<file path="src/rtl/fifo_fwft_rd_if.sv">
// Read-side stream bundle between the pointer/RAM stage, the FWFT output stage and the consumer.
interface fifo_fwft_rd_if #(
    parameter int unsigned DSIZE = 8
);
    logic             rempty;
    logic [DSIZE-1:0] rdata;
    logic             rinc;
    logic             flush;
    logic             m_valid;
    logic             m_ready;
    logic [DSIZE-1:0] m_data;
    logic [1:0]       occupancy;

    modport slave (
        input  rempty, rdata, flush, m_ready,
        output rinc, m_valid, m_data, occupancy
    );

    modport master (
        output rempty, rdata, flush, m_ready,
        input  rinc, m_valid, m_data, occupancy
    );
endinterface

</file>
<file path="src/rtl/fifo_fwft_rd.sv">
// First-word-fall-through read output stage: two-entry head/skid buffer feeding a
// registered valid/ready stream at one word per cycle.
module fifo_fwft_rd #(
    parameter int unsigned DSIZE = 8
) (
    input  logic                  rclk,
    input  logic                  rrst,
    fifo_fwft_rd_if.slave         bus
);
    typedef enum logic [1:0] {
        StEmpty = 2'd0,
        StOne   = 2'd1,
        StTwo   = 2'd2
    } state_e;

    state_e           state_q, state_d;
    logic [DSIZE-1:0] e0_q, e0_d;
    logic [DSIZE-1:0] e1_q, e1_d;
    logic             take;
    logic             pop;

    always_ff @(posedge rclk or posedge rrst) begin
        if (rrst) begin
            state_q <= StEmpty;
            e0_q    <= '0;
            e1_q    <= '0;
        end else begin
            state_q <= state_d;
            e0_q    <= e0_d;
            e1_q    <= e1_d;
        end
    end

    always_comb begin
        state_d = state_q;
        e0_d    = e0_q;
        e1_d    = e1_q;
        // Space is decided by state alone so rinc never waits on m_ready.
        take    = ~bus.rempty & ~bus.flush & (state_q != StTwo);
        pop     = (state_q != StEmpty) & bus.m_ready & ~bus.flush;

        unique case (state_q)
            StEmpty: begin
                if (take) begin
                    e0_d    = bus.rdata;
                    state_d = StOne;
                end
            end
            StOne: begin
                if (take && pop) begin
                    e0_d = bus.rdata;
                end else if (take) begin
                    e1_d    = bus.rdata;
                    state_d = StTwo;
                end else if (pop) begin
                    state_d = StEmpty;
                end
            end
            StTwo: begin
                if (pop) begin
                    e0_d    = e1_q;
                    state_d = StOne;
                end
            end
            default: state_d = StEmpty;
        endcase

        if (bus.flush) begin
            state_d = StEmpty;
        end
    end

    // Gate with reset so the pointer stage sees no request while reset is held.
    assign bus.rinc      = take & ~rrst;
    assign bus.m_valid   = (state_q != StEmpty);
    assign bus.m_data    = e0_q;
    assign bus.occupancy = state_q;
endmodule
</file>
<file path="src/flat_wrapper.sv">
// flat-port wrapper written by rule: the top's interface ports become plain ports
module fifo_fwft_rd_flat 
#(
    parameter int unsigned DSIZE = 8
)
  (rclk, rrst, bus_rempty, bus_rdata, bus_flush, bus_m_ready, bus_rinc, bus_m_valid, bus_m_data, bus_occupancy);
  fifo_fwft_rd_if #(.DSIZE(DSIZE)) bus_i ();
  input  logic rclk;
  input  logic rrst;
  input wire logic [$bits(bus_i.rempty)-1:0] bus_rempty;
  input wire logic [$bits(bus_i.rdata)-1:0] bus_rdata;
  input wire logic [$bits(bus_i.flush)-1:0] bus_flush;
  input wire logic [$bits(bus_i.m_ready)-1:0] bus_m_ready;
  output wire logic [$bits(bus_i.rinc)-1:0] bus_rinc;
  output wire logic [$bits(bus_i.m_valid)-1:0] bus_m_valid;
  output wire logic [$bits(bus_i.m_data)-1:0] bus_m_data;
  output wire logic [$bits(bus_i.occupancy)-1:0] bus_occupancy;
  assign bus_i.rempty = bus_rempty;
  assign bus_i.rdata = bus_rdata;
  assign bus_i.flush = bus_flush;
  assign bus_i.m_ready = bus_m_ready;
  assign bus_rinc = bus_i.rinc;
  assign bus_m_valid = bus_i.m_valid;
  assign bus_m_data = bus_i.m_data;
  assign bus_occupancy = bus_i.occupancy;
  fifo_fwft_rd #(.DSIZE(DSIZE)) u_core (.rclk(rclk), .rrst(rrst), .bus(bus_i));
endmodule
</file>
<file path="config.mk">
export PLATFORM = sky130hd
export DESIGN_NAME = fifo_fwft_rd_flat
export DESIGN_NICKNAME = d
export VERILOG_FILES = /design/src/rtl/fifo_fwft_rd_if.sv /design/src/rtl/fifo_fwft_rd.sv /design/src/flat_wrapper.sv
export SDC_FILE = /design/constraint.sdc
export NUM_CORES = 1
export LEC_CHECK = 0
export ABC_AREA = 1
export BUFFER_PORTS_ARGS = -buffer_cell sky130_fd_sc_hd__buf_4
export CAP_MARGIN = 20
export CORE_MARGIN = 5
export CORE_UTILIZATION = 51
export DETAILED_ROUTE_END_ITERATION = 7
export PLACE_DENSITY = 0.78
export SYNTH_ARGS = -nofsm -noshare
export SYNTH_HDL_FRONTEND = slang
export SYNTH_SLANG_ARGS = --single-unit
</file>
<file path="constraint.sdc">
create_clock -name rclk -period 1.3 [get_ports rclk]
set_input_delay 0.065 -clock rclk [delete_from_list [all_inputs] [get_ports rclk]]
set_output_delay 0.065 -clock rclk [all_outputs]
set_load 0.01 [all_outputs]
</file>
After elaboration in Yosys (flattened, before gate mapping)
Index checks and enable logic that the tools add are counted.

Bits in registers: 18. Input port bits: 13. Output and inout bits: 12. Logic and storage cells: 40.

Equal/unequal tests: 10. Muxes and demuxes: 11. Bitwise operators: 9. Reductions and logical operators: 7.

Operators by type and width (count): $mux 8 (3); $pmux 8 s3 (1); $mux 2 (6); $reduce_and 4->1 (2); $ne 2x1->1 const B (3); $ne 3x2->1 const B (2); $pmux 2 s3 (1); $and 1x1->1 (5); $ne 4x2->1 const B (1); $not 1->1 (4); $ne 3x3->1 const B (1); $reduce_and 3->1 (1); $reduce_bool 3->1 (1); $eq 2x1->1 const B (1); $eq 2x2->1 const B (1); $logic_not 2->1 (1); $ne 2x2->1 const B (1); $reduce_bool 2->1 (1); $logic_and 1x1->1 (1).

Depth between registers and ports, before layout
Gate-level depths: netlist (run 1).

Depth in word-level cells: 8. Gate-level depth with buffers: 7.

Worst setup path before layout (run 1)
OpenSTA, ideal clock, no wires.

Kind: register -> register. From: reg u_core.state_q[0], in the netlist u_core.bus.occupancy[0]. To: reg u_core.e1_q[5]. Setup time: 0.117 ns. Data arrival time: 1.187 ns. Required time: 1.183 ns. Slack: -0.005 ns. Stages on the path, launching flop included: 8. Path buffers: 1. Cells stage by stage: dfrtp_1 inv_4 nand2_4 nand2_2 nand4_4 buf_8 nand2_1 o21ai_2.

Longest elaborated chain between the ends: 6. Elaborated cells between the ends (all ways): 9. Those cells by class: 2 x eq/ne; 4 x bitwise; 3 x reduce/logical.

Ends and longest elaborated chain: start: declaration (RTL line fifo_fwft_rd.sv:16) `state_e state_q, state_d;`; start signal: assignment (RTL line fifo_fwft_rd.sv:24) `state_q <= StEmpty;`; start signal: assignment (RTL line fifo_fwft_rd.sv:28) `state_q <= state_d;`; $reduce_bool 2->1; via bus_m_valid (RTL line flat_wrapper.sv:15) `output wire logic [$bits(bus_i.m_valid)-1:0] bus_m_valid;`; $and 1x1->1 (2 in a row) (RTL line fifo_fwft_rd.sv:40) `pop = (state_q != StEmpty) & bus.m_ready & ~bus.flush;`; $logic_and 1x1->1 (RTL line fifo_fwft_rd.sv:50) `if (take && pop) begin`; $not 1->1 (no line); $reduce_and 3->1 (no line); end signal: assignment (RTL line fifo_fwft_rd.sv:26) `e1_q <= '0;`; end signal: assignment (RTL line fifo_fwft_rd.sv:30) `e1_q <= e1_d;`; end: declaration (RTL line fifo_fwft_rd.sv:18) `logic [DSIZE-1:0] e1_q, e1_d;`.

The timed path passes the listed nets, and every way through them passes these cells. A chain may end at the register's enable or synchronous reset.

Worst setup path after layout (run 1)
From: reg u_core.state_q[1], in the netlist u_core.bus.occupancy[1]. To: out bus_rinc.

Longest elaborated chain between the ends: 3.

Ends and longest elaborated chain: $ne 2x2->1 (RTL line fifo_fwft_rd.sv:39) `take = ~bus.rempty & ~bus.flush & (state_q != StTwo);`; $and 1x1->1 (RTL line fifo_fwft_rd.sv:39); $and 1x1->1 (RTL line fifo_fwft_rd.sv:74) `assign bus.rinc = take & ~rrst;`; end: declaration (RTL line flat_wrapper.sv:14) `output wire logic [$bits(bus_i.rinc)-1:0] bus_rinc;`.

Every way passes these cells.

==> flow_summary.json, run 1 <==
{
  "timing.final.crit_period_ns": 1.32,
  "avgSynthCellArea_um2": 8.74,
  "achievable-frequency_ghz": 0.758,
  "area_delta_synth_final_pct": 36.8,
  "crit_path_required_time_ns": 1.24,
  "tritoncts": "done",
  "final_critical_path_setup_slack_ns": -0.0188,
  "outcome": "finished, violations left",
  "report.final.slew_viol_count": 0,
  "finalSetupViolCount": 1,
  "violations_in_the_final_reports": "negative setup slack",
  "rows": 15,
  "dieHeight_um": 53.8,
  "hold_viol": 0,
  "numCtsBuffers": 3,
  "worst_ep_arrival_time_ns": 1.25,
  "timing.reg2reg.worst_path_depth": 6,
  "ioPinCount": 25,
  "final-instance-count-excl-fill": 175,
  "path_class": "register to primary output",
  "die_w_um": 53.8,
  "p_per_area_nw_per_um2": 1780,
  "postRouteAntennaNets": 0,
  "ys_seq_elements": 18,
  "critical_path.reg2reg.endpoint": "u_core.bus.m_data[7]",
  "synthesis.nets": 125,
  "die_area_um2": 2890,
  "ys.warnings.count": 0,
  "clk_root_buffer_cell": "sky130_fd_sc_hd__clkbuf_4",
  "first_pass_grt_wire_length_um": 3760,
  "grt.total_usage": 0.179,
  "timing.critical_path.to_type": "primary output",
  "critical-path-slowest-cell": "sky130_fd_sc_hd__dfrtp_1",
  "cells_taking_the_most_area_after_synthesis": "sky130_fd_sc_hd__dfrtp_1 (46%), sky130_fd_sc_hd__nand2_1 (11%), sky130_fd_sc_hd__o21ai_2 (7.2%), sky130_fd_sc_hd__nand3_1 (4.6%), sky130_fd_sc_hd__inv_1 (4.2%)",
  "clk_latency_ns": 0.31,
  "worst-slew-pin-transition_ns": 0.380,
  "critical_path.cell_chain": "buf_6 > nand2_8 > nand2_2 > nor2_1 > buf_4",
  "clkTransAtPathRegs_ns": 0.11,
  "synth_largest_type_area_fraction": 0.460,
  "worstPathMaxFanout": 3,
  "power.static_leakage_nw": 0.707,
  "htree_levels": 1,
  "first_iter_violations": 35,
  "postSynth.topFlopCell": "sky130_fd_sc_hd__dfrtp_1",
  "finish.net_count": 164,
  "fin_crit_sh": 1.01,
  "avgRoutedWirePerCell_um": 13.9,
  "drc": 0,
  "post_route_cells_drive_above_1_share": 0.427,
  "crit_start": "u_core.bus.occupancy[1]",
  "yosys.cell_types.count": 20,
  "firstDrtPassIters": 4,
  "first_global_vias": 864,
  "holdPathStages": 3,
  "detail_route.wirelength_um": 2440,
  "worst_clock_skew_ns": 0.0107,
  "drv_cap": 0,
  "synth-edff-count": 0,
  "core_region_area_um2": 1780,
  "finalWeightedCongestion": 0.749,
  "grt_max_degree": 18,
  "critical_path.max_stage_delay_ns": 0.43,
  "min-delay-path-class": "input port to register",
  "cts_num_sinks": 18,
  "postSynthCellCount": 112,
  "vias_per_cell": 5.24,
  "synth_async_sr_flop_share": 1.00,
  "grt.overflow.total": 0,
  "cell_count_post_placement": 162,
  "ys_seq_area_frac": 0.460,
  "starting_density": 0.549,
  "initial_antenna_violation_count": 0,
  "crit_path_launch_type": "register",
  "slew_headroom": 0.747,
  "worst_ir_drop_vdd_mv": 1.04,
  "vias": 917,
  "rsz_0062_raised_after_global_routing": "true",
  "antennaDiodeCount": 0,
  "cp-endpoint": "bus_rinc",
  "yosysTopAreaCell": "sky130_fd_sc_hd__dfrtp_1",
  "regToRegStartpoint": "u_core.bus.occupancy[0]",
  "regToRegSetupSlack_ns": 0.02,
  "power.total_mw": 2.39,
  "post-dp-hpwl_um": 1580,
  "io_port_bufs": 24,
  "cell_area_after_synthesis_um2": 978,
  "cts_buffer_depth": 2
}
## state kept, by name, summed over array words and instances, names as in the netlist
name and count:
u_core.e1_q 8, u_core.bus.occupancy 2, u_core.bus.m_data 8
## where the power goes
part | internal, mW | switching (mW)
Clock | 0.171 | 0.187
Combinational | 0.506 | 0.562
Sequential | 0.815 | 0.147
## worst max-delay path, delay by kind of cell (launching register included)
| kind | cells | cell delay, ns |
|---|---|---|
| flip-flops | 1 | 0.43 |
| buffers and inverters | 2 | 0.27 |
| AND/OR/NAND/NOR | 3 | 0.25 |
## through the flow
step | utilization | hold slack [ns] | TNS (ns) | instance area (µm²) | setup WS, ns
detailed placement | 0.664 | 0.0707 | 0 | 1180 | 0.00979
global route | 0.751 | 0.0381 | -0.382 | 1340 | -0.0549
finish | 0.751 | 0.0185 | -0.0188 | 1340 | -0.0188
floorplan | - | 0.00350 | 0 | 980 | 0.00912
CTS | 0.712 | 0.0301 | 0 | 1270 | 0.0163
global placement | 0.664 | 0.0732 | 0 | 1180 | 0.0492
## routing by layer
layer	global-route usage	part of all wire	vias up
met5	0	0	-
li1	-	-	436
met3	0.0332	0.069	11
met2	0.288	0.51	41
met4	0.0894	0.035	0
met1	0.228	0.38	429
## synthesized netlist by cell type (2+ instances only)
master,number
sky130_fd_sc_hd__nand2_1,28
sky130_fd_sc_hd__dfrtp_1,18
sky130_fd_sc_hd__inv_1,11
sky130_fd_sc_hd__nand3_1,9
sky130_fd_sc_hd__nor2_1,9
sky130_fd_sc_hd__a21oi_1,8
sky130_fd_sc_hd__o21ai_2,8
sky130_fd_sc_hd__nand2_4,3
sky130_fd_sc_hd__nand4_1,3
sky130_fd_sc_hd__nor2_2,3
sky130_fd_sc_hd__buf_8,2
sky130_fd_sc_hd__nand2_2,2
## worst min path at each step
stage,from,slack [ns],to
after floorplan,rrst,0.004,u_core.bus.m_data[0]
after global placement,rrst,0.07,u_core.bus.occupancy[1]
after detailed placement,rrst,0.07,u_core.e1_q[3]
after CTS,bus_rdata[6],0.03,u_core.e1_q[6]
after global routing,bus_rdata[6],0.04,u_core.e1_q[6]
final,bus_rdata[2],0.02,u_core.e1_q[2]
## area by class of cell
type	instances	area, µm²
Fill cell	131	444
Multi-Input combinational cell	79	475
Timing Repair Buffer	36	293
Sequential cell	18	452
Clock buffer	4	36.3
Inverter	13	51.3
Tap cell	25	31.3
## cells by family (layout without fill, tap and decap cells)
family / count (synthesis) / in the layout / share of synthesized area
AO/OA/AOI/OAI: 17 / 17 / 0.118
buffers and inverters: 15 / 53 / 0.0831
flip-flops: 18 / 18 / 0.460
AND/OR/NAND/NOR: 62 / 62 / 0.339
## cell usage in the layout, fill, tap and decap left out, types with 2 or more instances in the layout
cell type | netlist | final
sky130_fd_sc_hd__dfrtp_1 | 18 | 17
sky130_fd_sc_hd__nor2_4 | 1 | 2
sky130_fd_sc_hd__buf_6 | 0 | 2
sky130_fd_sc_hd__nand2_2 | 2 | 2
sky130_fd_sc_hd__o21ai_2 | 8 | 8
sky130_fd_sc_hd__a21oi_1 | 8 | 6
sky130_fd_sc_hd__nor2_2 | 3 | 2
sky130_fd_sc_hd__nor2_1 | 9 | 9
sky130_fd_sc_hd__buf_4 | 0 | 32
sky130_fd_sc_hd__nand2_1 | 28 | 27
sky130_fd_sc_hd__a21oi_2 | 0 | 2
sky130_fd_sc_hd__inv_1 | 11 | 11
sky130_fd_sc_hd__nand2_4 | 3 | 3
sky130_fd_sc_hd__clkbuf_4 | 0 | 3
sky130_fd_sc_hd__nand3_1 | 9 | 9
sky130_fd_sc_hd__nand4_1 | 3 | 3
## timing repair
action / in CTS / in global routing
endpoints found under the hold margin: 8 / 0
endpoints found under the setup margin: 2 / 9
hold buffers: 1 / 0
setup buffers: 2 / 6
pin swaps: 1 / 3
gates resized for setup: 2 / 6
cloned: 0 / 0
Note: power is estimated with default switching activity, not from simulation.
==> run 2: changes to the inputs <==
MAX_ROUTING_LAYER = met4   (was unset)
==> flow_summary.json, run 2 (synthesis results as in run 1) <==
{
  "final_critical_path_setup_slack_ns": -0.0182,
  "die_w_um": 53.8,
  "finish.net_count": 164,
  "tritoncts": "done",
  "rsz_0062_raised_after_global_routing": "true",
  "drv_cap": 0,
  "achievable-frequency_ghz": 0.759,
  "dp_slack_ns": 0.00979,
  "crit_path_required_time_ns": 1.24,
  "regToRegSetupSlack_ns": 0.02,
  "drc": 0,
  "finalWeightedCongestion": 0.759,
  "post_dp_cell_area_um2": 1180,
  "clk_root_buffer_cell": "sky130_fd_sc_hd__clkbuf_4",
  "vias": 903,
  "starting_density": 0.549,
  "core_region_area_um2": 1780,
  "min-delay-path-class": "input port to register",
  "firstDrtPassIters": 4,
  "finalSetupViolCount": 1,
  "vias_per_cell": 5.16,
  "first_global_vias": 863,
  "critical_path.reg2reg.endpoint": "u_core.bus.m_data[7]",
  "initial_antenna_violation_count": 0,
  "grt.total_usage": 0.184,
  "htree_levels": 1,
  "cts_num_sinks": 18,
  "first_iter_violations": 30,
  "rows": 15,
  "layout_commonest_cell": "sky130_fd_sc_hd__buf_4",
  "die_area_um2": 2890,
  "final_design_area_no_fill_um2": 1340,
  "worst_ir_drop_vdd_mv": 1.05,
  "outcome": "finished, violations left",
  "timing.reg2reg.worst_path_depth": 6,
  "worst-slew-pin-transition_ns": 0.385,
  "fin_crit_sh": 1.01,
  "numCtsBuffers": 3,
  "avgRoutedWirePerCell_um": 13.8,
  "crit_start": "u_core.bus.occupancy[1]",
  "cts_buffer_depth": 2,
  "final-instance-count-excl-fill": 175,
  "power.total_mw": 2.38,
  "timing.critical_path.to_type": "primary output",
  "hold_slack_ns": 0.0249,
  "post_route_cells_drive_above_1_share": 0.427,
  "worstPathMaxFanout": 3,
  "post-dp-hpwl_um": 1580,
  "ioPinCount": 25,
  "crit_path_launch_type": "register",
  "grt.overflow.total": 0,
  "io_port_bufs": 24,
  "p_per_area_nw_per_um2": 1780,
  "violations_in_the_final_reports": "negative setup slack",
  "worst_clock_skew_ns": 0.00764,
  "postRouteAntennaNets": 0,
  "dieHeight_um": 53.8,
  "worst_ep_arrival_time_ns": 1.25,
  "path_class": "register to primary output",
  "report.final.slew_viol_count": 0,
  "area_delta_synth_final_pct": 36.8,
  "antennaDiodeCount": 0,
  "clkTransAtPathRegs_ns": 0.11,
  "hold_viol": 0,
  "clk_latency_ns": 0.30,
  "cp-endpoint": "bus_rinc",
  "grt_max_degree": 18,
  "power.static_leakage_nw": 0.707,
  "slew_headroom": 0.743,
  "regToRegStartpoint": "u_core.bus.occupancy[0]",
  "detail_route.wirelength_um": 2420,
  "timing.final.crit_period_ns": 1.32,
  "final_cell_mix": "sky130_fd_sc_hd__buf_4 (32), sky130_fd_sc_hd__nand2_1 (27), sky130_fd_sc_hd__dfrtp_1 (17)",
  "first_pass_grt_wire_length_um": 3760,
  "cell_count_post_placement": 162
}
==> run 2: routing by layer <==
| metal | part of all wire | wire length, µm | track usage | vias to the layer above |
|---|---|---|---|---|
| li1 | - | - | - | 436 |
| met4 | 0.032 | 77 | 0.0894 | 0 |
| met3 | 0.058 | 140 | 0.0332 | 11 |
| met2 | 0.51 | 1240 | 0.288 | 33 |
| met1 | 0.40 | 968 | 0.228 | 423 |
| met5 | 0 | 0 | - | - |
==> run 2: final cells by class <==
cell class	count	area [µm²]
Fill cell	131	444
Tap cell	25	31.3
Timing Repair Buffer	36	293
Clock buffer	4	36.3
Sequential cell	18	452
Multi-Input combinational cell	79	475
Inverter	13	51.3
==> run 2: power breakdown <==
group / total, mW / switching (mW) / internal (mW)
combinational: 1.07 / 0.562 / 0.506
clock: 0.353 / 0.182 / 0.171
sequential: 0.961 / 0.146 / 0.815
total: 2.38 / 0.890 / 1.49
==> run 2: what timing repair did <==
| item | CTS | global route |
|---|---|---|
| setup buffers | 2 | 6 |
| endpoints found under the setup margin | 2 | 9 |
| hold buffers | 1 | 0 |
| gates resized for setup | 2 | 6 |
| endpoints found under the hold margin | 8 | 0 |
| pin swaps | 1 | 3 |
==> run 2: per-stage QoR <==
step                setup TNS, ns  utilization
floorplan                       0            -
global placement                0        0.664
detailed placement              0        0.664
CTS                             0        0.712
global route               -0.401        0.751
finish                    -0.0182        0.751
==> run 2: how the worst min path moves through the flow <==
stage	start	endpoint	slack, ns	cells after the start
2_1_floorplan	rrst	u_core.bus.m_data[0]	0.004	1
3_3_place_gp	rrst	u_core.bus.occupancy[1]	0.07	2
3_5_place_dp	rrst	u_core.e1_q[3]	0.07	2
4_1_cts	bus_rdata[6]	u_core.e1_q[6]	0.03	3
5_1_grt	bus_rdata[6]	u_core.e1_q[6]	0.04	3
6_report	bus_rdata[2]	u_core.e1_q[2]	0.02	3
==> run 2: worst max-delay path, stage by stage, from the launching register on <==
cell and delay [ns]:
sky130_fd_sc_hd__dfrtp_1 0.43, sky130_fd_sc_hd__buf_6 0.15, sky130_fd_sc_hd__nand2_8 0.07, sky130_fd_sc_hd__nand2_2 0.07, sky130_fd_sc_hd__nor2_1 0.12, sky130_fd_sc_hd__buf_4 0.12
